[src/rtl/costas_lock_ctrl_if.sv]
// Loop phase-error stream between the error-detect stage and the lock
// supervisor. There is no backpressure: a sample is consumed on every cycle
// that error_tvalid is high.
//   error_tdata  : signed loop phase error (two's complement, WIDTH bits)
//   error_tvalid : sample valid strobe
// master drives the stream; slave (the lock controller) observes it.
`timescale 1ns/1ps
interface costas_lock_ctrl_if #(
  parameter int WIDTH = 16
);
  logic [WIDTH-1:0] error_tdata;
  logic             error_tvalid;

  modport master (output error_tdata, output error_tvalid);
  modport slave  (input  error_tdata, input  error_tvalid);
endinterface

[src/rtl/costas_lock_ctrl.sv]
// Supervisory controller for the Costas carrier-recovery loop.
// Owns the BPSK/QPSK select and the loop filter/NCO reset. It sequences a
// loop reset on enable or mode change, then measures mean |error| over
// fixed windows of 2^WIN_LOG2 valid samples to declare or drop lock. It
// retries acquisition after ACQ_TIMEOUT windows without lock.
// Ports:
//   clk, rst_n     : clock (rising edge), asynchronous active-low reset
//   en             : enable; low forces IDLE
//   mode_req       : requested mode, 1 = BPSK, 0 = QPSK
//   lock_thresh    : per-sample mean |error| below which a window is good
//   unlock_thresh  : per-sample mean |error| above which a window is bad
//   err_if         : loop phase-error stream (slave)
//   is_bpsk        : registered mode to the error-detect stage
//   loop_rst       : active-high reset to loop filter/NCO
//   locked         : lock indication
//   state          : IDLE=0, RESET_LOOP=1, ACQUIRE=2, LOCKED=3
//   retry_cnt      : acquisition timeouts, saturating at 255
`timescale 1ns/1ps
module costas_lock_ctrl #(
  parameter int WIDTH          = 16,
  parameter int WIN_LOG2       = 6,
  parameter int RST_CYCLES     = 16,
  parameter int LOCK_WINDOWS   = 4,
  parameter int UNLOCK_WINDOWS = 2,
  parameter int ACQ_TIMEOUT    = 64
) (
  input  logic                 clk,
  input  logic                 rst_n,
  input  logic                 en,
  input  logic                 mode_req,
  input  logic [WIDTH-2:0]     lock_thresh,
  input  logic [WIDTH-2:0]     unlock_thresh,
  costas_lock_ctrl_if.slave    err_if,
  output logic                 is_bpsk,
  output logic                 loop_rst,
  output logic                 locked,
  output logic [1:0]           state,
  output logic [7:0]           retry_cnt
);
  localparam int ABS_W = WIDTH - 1;
  localparam int ACC_W = ABS_W + WIN_LOG2;
  localparam int RW    = (RST_CYCLES > 1) ? $clog2(RST_CYCLES) : 1;
  localparam int GW    = $clog2(LOCK_WINDOWS + 1);
  localparam int BW    = $clog2(UNLOCK_WINDOWS + 1);
  localparam int TW    = $clog2(ACQ_TIMEOUT + 1);

  typedef enum logic [1:0] {
    IDLE       = 2'd0,
    RESET_LOOP = 2'd1,
    ACQUIRE    = 2'd2,
    LOCKED     = 2'd3
  } state_t;

  state_t            state_q, state_d;
  logic              is_bpsk_d, loop_rst_d, locked_d;
  logic [7:0]        retry_d;
  logic [RW-1:0]     rst_cnt_q, rst_cnt_d;
  logic [ACC_W-1:0]  acc_q, acc_d;
  logic [WIN_LOG2-1:0] samp_q, samp_d;
  logic [GW-1:0]     good_q, good_d, good_inc;
  logic [BW-1:0]     bad_q, bad_d, bad_inc;
  logic [TW-1:0]     win_q, win_d, win_inc;

  logic [ABS_W-1:0]  neg_low, abs_err;
  logic [ACC_W-1:0]  sum;
  logic              win_close, good_win, bad_win, mode_chg;
  logic              to_reset, to_acq;

  // Low bits of the negation depend only on the low input bits; a negative
  // sample whose low bits are all zero is the most negative value, which
  // saturates to the largest magnitude.
  assign neg_low = ~err_if.error_tdata[ABS_W-1:0] + 1'b1;

  always_comb begin
    if (!err_if.error_tdata[WIDTH-1])
      abs_err = err_if.error_tdata[ABS_W-1:0];
    else if (err_if.error_tdata[ABS_W-1:0] == '0)
      abs_err = '1;
    else
      abs_err = neg_low;
  end

  assign sum       = acc_q + {{WIN_LOG2{1'b0}}, abs_err};
  assign good_win  = sum < {lock_thresh, {WIN_LOG2{1'b0}}};
  assign bad_win   = sum > {unlock_thresh, {WIN_LOG2{1'b0}}};
  assign win_close = err_if.error_tvalid && (samp_q == '1);
  assign mode_chg  = mode_req != is_bpsk;
  assign good_inc  = good_q + 1'b1;
  assign bad_inc   = bad_q + 1'b1;
  assign win_inc   = win_q + 1'b1;

  always_comb begin
    state_d    = state_q;
    is_bpsk_d  = is_bpsk;
    loop_rst_d = loop_rst;
    locked_d   = locked;
    retry_d    = retry_cnt;
    rst_cnt_d  = rst_cnt_q;
    acc_d      = acc_q;
    samp_d     = samp_q;
    good_d     = good_q;
    bad_d      = bad_q;
    win_d      = win_q;
    to_reset   = 1'b0;
    to_acq     = 1'b0;

    if (!en) begin
      state_d    = IDLE;
      loop_rst_d = 1'b1;
      locked_d   = 1'b0;
      rst_cnt_d  = '0;
      acc_d      = '0;
      samp_d     = '0;
      good_d     = '0;
      bad_d      = '0;
      win_d      = '0;
      if (state_q == IDLE) is_bpsk_d = mode_req;
    end else begin
      case (state_q)
        IDLE: begin
          is_bpsk_d = mode_req;
          to_reset  = 1'b1;
        end
        RESET_LOOP: begin
          if (mode_chg) begin
            is_bpsk_d = mode_req;
            to_reset  = 1'b1;
          end else if (rst_cnt_q == RW'(RST_CYCLES - 1)) begin
            to_acq = 1'b1;
          end else begin
            rst_cnt_d = rst_cnt_q + 1'b1;
          end
        end
        ACQUIRE, LOCKED: begin
          if (mode_chg) begin
            is_bpsk_d = mode_req;
            to_reset  = 1'b1;
          end else if (err_if.error_tvalid) begin
            if (!win_close) begin
              acc_d  = sum;
              samp_d = samp_q + 1'b1;
            end else begin
              acc_d  = '0;
              samp_d = '0;
              if (state_q == ACQUIRE) begin
                good_d = good_win ? good_inc : '0;
                win_d  = win_inc;
                // Lock wins over timeout on the same window.
                if (good_win && (good_inc == GW'(LOCK_WINDOWS))) begin
                  state_d  = LOCKED;
                  locked_d = 1'b1;
                  bad_d    = '0;
                end else if (win_inc == TW'(ACQ_TIMEOUT)) begin
                  to_reset = 1'b1;
                  if (retry_cnt != 8'hFF) retry_d = retry_cnt + 1'b1;
                end
              end else begin
                bad_d = bad_win ? bad_inc : '0;
                if (bad_win && (bad_inc == BW'(UNLOCK_WINDOWS))) to_acq = 1'b1;
              end
            end
          end
        end
        default: ;
      endcase
    end

    // Shared entry actions; any partial window is discarded on entry.
    if (to_reset || to_acq) begin
      state_d    = to_reset ? RESET_LOOP : ACQUIRE;
      loop_rst_d = to_reset;
      locked_d   = 1'b0;
      rst_cnt_d  = '0;
      acc_d      = '0;
      samp_d     = '0;
      good_d     = '0;
      bad_d      = '0;
      win_d      = '0;
    end
  end

  always_ff @(posedge clk or negedge rst_n) begin
    if (!rst_n) begin
      state_q   <= IDLE;
      is_bpsk   <= 1'b1;
      loop_rst  <= 1'b1;
      locked    <= 1'b0;
      retry_cnt <= '0;
      rst_cnt_q <= '0;
      acc_q     <= '0;
      samp_q    <= '0;
      good_q    <= '0;
      bad_q     <= '0;
      win_q     <= '0;
    end else begin
      state_q   <= state_d;
      is_bpsk   <= is_bpsk_d;
      loop_rst  <= loop_rst_d;
      locked    <= locked_d;
      retry_cnt <= retry_d;
      rst_cnt_q <= rst_cnt_d;
      acc_q     <= acc_d;
      samp_q    <= samp_d;
      good_q    <= good_d;
      bad_q     <= bad_d;
      win_q     <= win_d;
    end
  end

  assign state = state_q;
endmodule

[src/flat_wrapper.sv]
// flat-port wrapper written by rule: the top's interface ports become plain ports
module costas_lock_ctrl_flat 
#(
  parameter int WIDTH          = 16,
  parameter int WIN_LOG2       = 6,
  parameter int RST_CYCLES     = 16,
  parameter int LOCK_WINDOWS   = 4,
  parameter int UNLOCK_WINDOWS = 2,
  parameter int ACQ_TIMEOUT    = 64
)
  (clk, rst_n, en, mode_req, lock_thresh, unlock_thresh, is_bpsk, loop_rst, locked, state, retry_cnt, err_if_error_tdata, err_if_error_tvalid);
  costas_lock_ctrl_if #(.WIDTH(WIDTH)) err_if_i ();
  input  logic clk;
  input  logic rst_n;
  input  logic en;
  input  logic mode_req;
  input  logic [WIDTH-2:0] lock_thresh;
  input  logic [WIDTH-2:0] unlock_thresh;
  output logic is_bpsk;
  output logic loop_rst;
  output logic locked;
  output logic [1:0] state;
  output logic [7:0] retry_cnt;
  input wire logic [$bits(err_if_i.error_tdata)-1:0] err_if_error_tdata;
  input wire logic [$bits(err_if_i.error_tvalid)-1:0] err_if_error_tvalid;
  assign err_if_i.error_tdata = err_if_error_tdata;
  assign err_if_i.error_tvalid = err_if_error_tvalid;
  costas_lock_ctrl #(.WIDTH(WIDTH), .WIN_LOG2(WIN_LOG2), .RST_CYCLES(RST_CYCLES), .LOCK_WINDOWS(LOCK_WINDOWS), .UNLOCK_WINDOWS(UNLOCK_WINDOWS), .ACQ_TIMEOUT(ACQ_TIMEOUT)) u_core (.clk(clk), .rst_n(rst_n), .en(en), .mode_req(mode_req), .lock_thresh(lock_thresh), .unlock_thresh(unlock_thresh), .err_if(err_if_i), .is_bpsk(is_bpsk), .loop_rst(loop_rst), .locked(locked), .state(state), .retry_cnt(retry_cnt));
endmodule
[config.mk]
export PLATFORM = sky130hd
export DESIGN_NAME = costas_lock_ctrl_flat
export DESIGN_NICKNAME = d
export VERILOG_FILES = /design/src/rtl/costas_lock_ctrl_if.sv /design/src/rtl/costas_lock_ctrl.sv /design/src/flat_wrapper.sv
export SDC_FILE = /design/constraint.sdc
export NUM_CORES = 1
export LEC_CHECK = 0
export BUFFER_PORTS_ARGS = -buffer_cell sky130_fd_sc_hd__buf_2
export CORE_MARGIN = 5
export CORE_UTILIZATION = 64
export DETAILED_ROUTE_END_ITERATION = 7
export GPL_TIMING_DRIVEN = 0
export PLACE_DENSITY = 0.94
export SETUP_SLACK_MARGIN = 0.05
export SYNTH_ARGS = -nofsm -noshare
export SYNTH_HDL_FRONTEND = slang
export SYNTH_SLANG_ARGS = --single-unit
[constraint.sdc]
create_clock -name clk -period 6.6 [get_ports clk]
set_input_delay 1.65 -clock clk [delete_from_list [all_inputs] [get_ports clk]]
set_output_delay 1.65 -clock clk [all_outputs]
set_load 0.01 [all_outputs]
==> results by stage, run 1 <==
Final layout:
- The count of nets after finishing is 822.
- The area added between synthesis and finish is 36.8%.
- The number of antenna diodes in the final layout is 0.
- Cells with a size suffix above 1 make up 36.8% of the layout.

Yosys:
- The Yosys warning count is 0.
- The proportion of synthesized flip-flops having asynchronous set or reset is 100%.
- nand2_1 is the most common cell in the netlist.
- The gate count after technology mapping is 584.
- The flip-flop and latch count after synthesis is 56.
- The synthesized design devotes to its leading area cell type 28.2% of total area.
- The cell area after synthesis is 0.00480 mm2.
- By count the netlist is led by nand2_1, nor2_1, ha_1.
- The number of nets in the synthesized netlist is 693.
- dfrtp_1 takes more of the synthesized area than any other cell.
- In the synthesized netlist the dominant register cell turns out to be dfrtp_1.
- The count of flip-flops with a built-in enable after synthesis is 0.
- Sorting the synthesized cells by area gives the leading types as dfrtp_1, ha_1, nand2_1, nor2_1, a21oi_1.
- The average instance in the mapped netlist occupies 8.22 um2.
- The sequential cell area fraction in the yosys report is 29.3%.
- After synthesis, the netlist uses 62 different library cells.

Floorplanning:
- The number of top-level design ports is 64.
- The floorplan step set the die height to 96.6 um.
- The x dimension of the die is 96.6 um.
- Once the floorplan was initialized, standard cells occupied 65.8% of the core.
- The die outline area is 0.00933 mm2.
- The floorplan has 31 rows.
- The total area inside the core boundary comes to 0.00729 mm2.

Power:
- The total power after layout is 768 uW.
- The maximum VDD drop is 116 uV.
- For this design the ratio of total power to cell area is 117 mW/mm2.
- In this run the static leakage power is 0.00298 uW.

Timing:
- Setup violations remaining at the end of the flow were counted as 55.
- The worst setup margin is -1390 ps.
- The final critical path takes up 121% of the cycle.
- The post-route clock skew is 7.31 ps.
- The maximum frequency from static timing analysis is 125 MHz.
- At the pin with the least slew margin, the transition time is 998 ps.
- The relative slew slack is 32.9%.
- The final hold violation count is 0.
- The post-layout minimum cycle time is 7990 ps.
- The total negative slack for setup checks is -68320 ps.
- Setup repair after global routing could not meet its margin everywhere.
- The final number of max-transition violations is 0.

Setup path:
- The peak per-stage delay on the critical path is 510 ps.
- By startpoint and endpoint, the worst setup path is classified as input port to register.
- The critical path buffer and inverter count is 4.
- The cell occurring most often along the worst timing path is nor2_2.
- The worst register-to-register path begins at u_core.acc_q[1].
- The cell type group with the largest total delay on the critical path is compound AO/OA/AOI/OAI gates.
- For this design, the slowest cell found on the critical path is o21ai_0.
- In this run the worst path has a maximum fanout of 7.
- The endpoint required time on the critical path is 6840 ps.
- The critical path arrival is 8220 ps.
- STA classifies the critical path startpoint as an input port.
- The nature of the critical path endpoint is a register.
- The critical path starts at err_if_error_tdata[2].

Global routing:
- In the global route stage, overall resource usage came out at 35.3%.
- The number of global-route vias before repair was 5448.
- For this run the aggregate overflow at the end of global routing stands at 0.
- The first-pass GRT wire length is 25800 um.
- Entering global routing, the biggest net connects 57 pins.
- The number of antenna violations at the first check in global routing is 2.

Placed design:
- During placement, the flow inserted port buffers numbering 63.
- The wire-length estimate of the detail-placed layout is 9860 um.
- The post-placement worst setup slack is -1350 ps.
- The final weighted congestion in routability-driven placement is 0.907.

Clock network:
- The CTS tree is done.
- CTS built an H-tree with a depth of 2.
- The tree is rooted in a clkbuf_8.
- The clock transition at the registers of the reported paths is 110 ps.
- No sink is reached through more buffers than the 2 on the longest clock path.
- Clock latency on the worst-skew pair, taken at its later pin, is 330 ps.
- The number of clock sinks is 56.
- In this run, CTS created clock tree buffers numbering 5.

Detailed routing:
- In the final routed layout, each cell accounts on average for 25.5 um.
- The first detailed-routing pass ran for 8 iterations.
- Detailed routing inserted a total of 6011 vias.
- The number of DRC violations after detailed routing is 4.
- The average via count per standard cell is 7.39.
- After detailed routing, the total wire length is 20700 um.
- Once detail routing completed, the nets flagged for antenna violations numbered 0.
- For this block, the initial DRC count from the detailed router was 1054.

Flow run:
- Max-cap violations in this run came to 0.

Hold path:
- The start point of the worst hold path is u_core.retry_cnt[7].
- The worst hold path belongs to the class register to register.

Status:
- The run finished, with violations left.
- The final reports fail on DRC, setup timing.
==> area by class of cell <==
cell class / instances / area, um2
Multi-Input combinational cell: 469 / 3870
Sequential cell: 56 / 1400
Timing Repair Buffer: 123 / 817
Fill cell: 297 / 729
Inverter: 41 / 154
Tap cell: 99 / 124
Buffer: 17 / 104
Clock buffer: 5 / 68.8
Clock inverter: 3 / 21.3
==> cells in the final DEF, fill, tap and decap left out, drive strengths merged, types with 6 or more instances in the layout <==
cell type  instances
nand4             11
a21oi             35
dfrtp             54
buf              130
clkbuf            15
a32o              13
or2                7
o21ai             46
o211ai             9
nor4               6
nor2              60
xor2              18
nand2             63
ha                57
nand3             24
or3                9
a21o               6
inv               42
xnor2             18
a211oi             9
and2               6
nor3              12
==> path summary, 6_finish.rpt <==
kind / end / slack [ps] / depth (start not counted)
max: u_core.bad_q[1] / -1390 / 26
min: u_core.retry_cnt[7] / 510 / 1
max reg2reg: u_core.bad_q[1] / 1740 / 19
min reg2reg: u_core.retry_cnt[7] / 510 / 1
max in group asynchronous: u_core.retry_cnt[4] / 4740 / 1
min in group asynchronous: u_core.acc_q[20] / 1370 / 1
==> stage by stage <==
| stage | std cells | cell area [um2] | hold slack, ps | utilization [%] |
|---|---|---|---|---|
| 6_report | 813 | 6560 | 512 | 90.0 |
| 5_1_grt | 813 | 6560 | 527 | 90.0 |
| 4_1_cts | 797 | 6150 | 507 | 84.3 |
| 3_5_place_dp | 746 | 5380 | 486 | 73.8 |
| 3_3_place_gp | 746 | 5380 | 473 | 73.8 |
| 2_1_floorplan | 584 | 4940 | 497 | - |
==> cell families (layout without fill, tap and decap cells) <==
group,count (synthesis),count (layout),synth area share (%)
adder cells (fa/ha/maj),58,58,15.3
buffers and inverters,59,189,4.93
flip-flops,56,56,29.3
AND/OR/NAND/NOR,215,215,21.7
XOR/XNOR,36,36,6.57
multiplexers,6,6,1.30
AO/OA/AOI/OAI,154,154,20.9
==> report_power, final <==
| group | switching [uW] | internal, uW | total, uW |
|---|---|---|---|
| Sequential | 1.39 | 344 | 346 |
| Clock | 133 | 76.0 | 208 |
| Combinational | 133 | 80.7 | 213 |
| Total | 267 | 501 | 768 |
==> worst reg2reg max path, delay by kind of cell (launching register included) <==
family | cells | cell delay [ps]
buf+inv | 3 | 620
flops | 1 | 480
fa+ha+maj | 2 | 630
xor+xnor | 1 | 180
compound gates | 6 | 1980
simple gates | 7 | 880
==> sequential cells by signal (all words and copies together), names as in the netlist <==
name              count
u_core.retry_cnt      8
u_core.state          2
u_core.good_q         3
u_core.loop_rst       1
u_core.locked         1
u_core.win_q          7
u_core.samp_q         6
u_core.rst_cnt_q      4
u_core.acc_q         21
u_core.is_bpsk        1
u_core.bad_q          2
==> metal layers <==
metal | vias to the layer above | track usage, % | routed length, um | share of wire [%]
met3 | 262 | 7.67 | 2720 | 13
met4 | 6 | 19.7 | 2090 | 10
li1 | 2384 | - | - | -
met5 | - | 0 | 105 | 0.51
met2 | 664 | 58.6 | 9120 | 44
met1 | 2695 | 42.4 | 6710 | 32
==> what timing repair did <==
action                     4_1_cts  5_1_grt
resized for setup               78       62
hold buffers                     0        0
cloned                           4        0
setup endpoints to repair       55       55
setup buffers                   40       17
pin swaps                       41       34
(Power assumes the default switching activity.)
==> run 2, diff against run 1 <==
--- a/config.mk
+++ b/config.mk
@@ -7,10 +7,10 @@
 export LEC_CHECK = 0
 export BUFFER_PORTS_ARGS = -buffer_cell sky130_fd_sc_hd__buf_2
 export CORE_MARGIN = 5
-export CORE_UTILIZATION = 64
+export CORE_UTILIZATION = 59
 export DETAILED_ROUTE_END_ITERATION = 7
 export GPL_TIMING_DRIVEN = 0
-export PLACE_DENSITY = 0.94
+export PLACE_DENSITY = 0.88
 export SETUP_SLACK_MARGIN = 0.05
 export SYNTH_ARGS = -nofsm -noshare
 export SYNTH_HDL_FRONTEND = slang
==> constraint.sdc (replaced) <==
create_clock -name clk -period 8.4 [get_ports clk]
set_input_delay 2.1 -clock clk [delete_from_list [all_inputs] [get_ports clk]]
set_output_delay 2.1 -clock clk [all_outputs]
set_load 0.02 [all_outputs]
==> results by stage, run 2 (synthesized netlist as in run 1, its figures left out) <==
Power:
- The switching fraction of total power is 31.3% (-3.4 points).
- The maximum VDD drop was 67.4 uV (-42%).
- The total power after layout was 545 uW (-29%).
- The leakage power summed over all cells is 0.00261 uW (-13%).
- The internal power is 374 uW (-25%).
- The power density of the placed cells is 100 mW/mm2 (-15%).
- The logic gate share of total power is 19.9% (-7.9 points).
- The net switching power figure was 171 uW (-36%).
- The sequential group share of total power was 49.8% (+4.8 points).
- The part of the total power dissipated in the clock network is 30.3% (+3.1 points).

Timing:
- The final number of max-transition violations came to 0 (unchanged).
- Setup repair after global routing left no endpoint under its margin.
- The worst path needs 8050 ps of the cycle, external delays included.
- The post-route clock skew was 14.7 ps (+7.35 ps).
- The post-route fraction of the period consumed by the critical path is 95.8%.
- The worst setup margin is 352 ps (+1740 ps).
- The slew at the pin closest to its max-slew limit came to 1340 ps (+340 ps).
- The relative slew slack came to 9.97% (-23 points).
- The maximum frequency from static timing analysis is 124 MHz.
- The total of endpoints with negative setup slack in the final report is 0 (-100%).
- The final hold violation count is 0 (unchanged).
- The worst hold slack was 494 ps (-18.0 ps).

Floorplanning:
- The count of standard-cell rows is 32 (+3.2%).
- The starting density of the core is 61.5% (-4.3 points).
- The number of top-level design ports came to 64 (unchanged).
- The x dimension of the die came to 100 um (+3.7%).
- The die outline area is 0.0100 mm2 (+7.6%).
- The height of the die was 100 um (+3.7%).
- The area of the core is 0.00781 mm2 (+7.1%).

Final layout:
- In the final layout, the registers with the most flip-flops are u_core.acc_q: 21 flops, u_core.retry_cnt: 8 flops, u_core.win_q: 7 flops.
- The area added between synthesis and finish is 13.6%.
- Counting flops per register, the top entry is u_core.acc_q.
- The number of flip-flops under the largest register name was 21 (unchanged).
- The library cells used most frequently in the layout, excluding fill and tap cells, are buf_2, nand2_1, nor2_1, ha_1, dfrtp_1.
- The antenna diode count came to 0 (unchanged).
- The leading cell type in the layout, fill and taps excluded is buf_2.
- The final core utilization was 69.8% (-20 points).
- The count of nets after finishing came to 766 (-6.8%).
- The share of layout cells above drive strength 1 is 16.9% (-20 points).

Global routing:
- The first-pass GRT wire length is 20200 um (-22%).
- The pin count of the biggest net entering global routing is 57 (unchanged).
- The number of global-route vias before repair is 4517 (-17%).
- The aggregate global-route resource usage is 24.5% (-11 points).
- The leftover overflow at the end of global routing is 0 (unchanged).
- The number of antenna violations at the first check in global routing was 0 (-2).

Clock network:
- The CTS tree is done.
- The total of hold buffers inserted after clock tree synthesis was 0 (unchanged).
- The maximum level of the CTS H-tree is 2 (unchanged).
- The root buffer cell chosen for the clock tree is clkbuf_8.
- The number of buffers inserted during clock tree synthesis is 5 (unchanged).
- The maximum number of buffers from clock root to sink is 2 (unchanged).
- The number of clock sinks is 56 (unchanged).
- The clock latency of the later-clocked register in the worst-skew pair was 330 ps (about the same).
- The clock transition at the registers of the reported paths is 120 ps (about the same).

Setup path:
- The peak per-stage delay on the critical path is 560 ps (+50 ps).
- The source of the worst register-to-register timing path is u_core.acc_q[0].
- The most critical setup path has its endpoint at u_core.retry_cnt[1].
- The critical path arrival was 8280 ps (+60 ps).
- The launching element of the worst setup path is err_if_error_tdata[6].
- The worst-path maximum fanout is 10 (+3).
- The critical path is of the input port to register type.
- The highest-delay cell along the critical path is or4_4.
- The worst setup path is captured at a register.
- The endpoint required time on the critical path is 8630 ps (+1790 ps).
- STA classifies the critical path startpoint as an input port.
- The worst reg-to-reg path cell count was 18 (-1).
- The register-to-register setup slack is 3680 ps (+1940 ps).
- The worst reg2reg path endpoint is u_core.retry_cnt[1].

Hold path:
- The path category of the worst min-delay check is register to register.

Detailed routing:
- The iteration count of the initial detailed-routing pass is 5 (-3).
- The number of DRC violations after detailed routing is 0 (-4).
- The final antenna-violating net count is 0 (unchanged).
- The violation count after the first detailed-routing iteration is 280 (-73%).
- The total routed wirelength was 12100 um (-42%).
- The number of vias after detailed routing was 4668 (-22%).
- The average via count per standard cell is 6.14 (-17%).
- The average detailed-routed wire length per instance was 15.9 um (-38%).

Flow run:
- The max-cap violation count is 0 (unchanged).

Placed design:
- The detailed placement HPWL is 9460 um (-4.0%).
- The number of input and output port buffers inserted is 63 (unchanged).
- The final weighted congestion in routability-driven placement is 0.922 (+1.7%).
- The post-placement worst setup slack was -669 ps (+680 ps).

Status:
- The flow ran to the end, and the final reports show no timing, DRC or antenna violations.
-- run 2: changes by cell type in the layout (fill, tap and decap cells not counted), moves of 9 or more --
| cell | delta |
|---|---|
| buf_4 | -52 |
| ha_1 | +12 |
| buf_6 | -10 |
| nor2_2 | -10 |
| o21ai_2 | -15 |
| o21ai_0 | +13 |
| a21oi_1 | +12 |
| nor2_1 | +13 |
| a21oi_2 | -9 |
-- run 2: final cells by class --
type | count | area, um2
Multi-Input combinational cell | 469 | 3240
Fill cell | 637 | 2360
Sequential cell | 56 | 1400
Timing Repair Buffer | 66 | 340
Inverter | 41 | 154
Tap cell | 102 | 128
Buffer | 18 | 85.1
Clock buffer | 5 | 68.8
Clock inverter | 3 | 33.8
-- run 2: per-layer routing --
| metal | vias up | global-route usage [%] | routed length, um |
|---|---|---|---|
| met4 | 0 | 8.39 | 334 |
| met2 | 169 | 42.2 | 5850 |
| met3 | 34 | 3.75 | 850 |
| li1 | 2266 | - | - |
| met5 | - | 0 | 0 |
| met1 | 2199 | 31.3 | 5060 |
-- run 2: power groups by stage --
stage | logic (uW) | registers [uW] | clock network (uW)
floorplan | 63.7 | 277 | 0
detailed placement | 105 | 277 | 0
global placement | 99.8 | 277 | 0
global route | 122 | 272 | 182
finish | 108 | 272 | 165
CTS | 106 | 272 | 167
-- run 2: how the worst min path moves through the flow --
stage	from	depth (start not counted)	end	slack, ps
2_1_floorplan	u_core.acc_q[0]	1	u_core.acc_q[0]	500
3_3_place_gp	u_core.retry_cnt[5]	1	u_core.retry_cnt[5]	470
5_1_grt	u_core.retry_cnt[5]	1	u_core.retry_cnt[5]	530
6_report	u_core.retry_cnt[5]	1	u_core.retry_cnt[5]	490
3_5_place_dp	u_core.retry_cnt[5]	1	u_core.retry_cnt[5]	480
4_1_cts	u_core.retry_cnt[5]	1	u_core.retry_cnt[5]	500
-- run 2: worst max-delay path, delay by kind of cell --
family | cells | cell delay, ps
XOR/XNOR | 1 | 140
buffers and inverters | 4 | 680
AO/OA/AOI/OAI | 10 | 1840
multiplexers | 1 | 380
adder cells (fa/ha/maj) | 2 | 650
AND/OR/NAND/NOR | 8 | 2460
-- run 2: what timing repair did --
item,CTS,global route
gates resized for setup,5,16
pin swaps,0,3
buffers inserted,0,3
setup endpoints to repair,54,55
-- run 2: metrics by stage --
step | setup TNS (ps) | cells | instance area, um2
2_1_floorplan | 0 | 584 | 4800
3_5_place_dp | -27430 | 749 | 5240
3_3_place_gp | -18440 | 749 | 5240
4_1_cts | 0 | 757 | 5360
5_1_grt | 0 | 760 | 5450
6_report | 0 | 760 | 5450
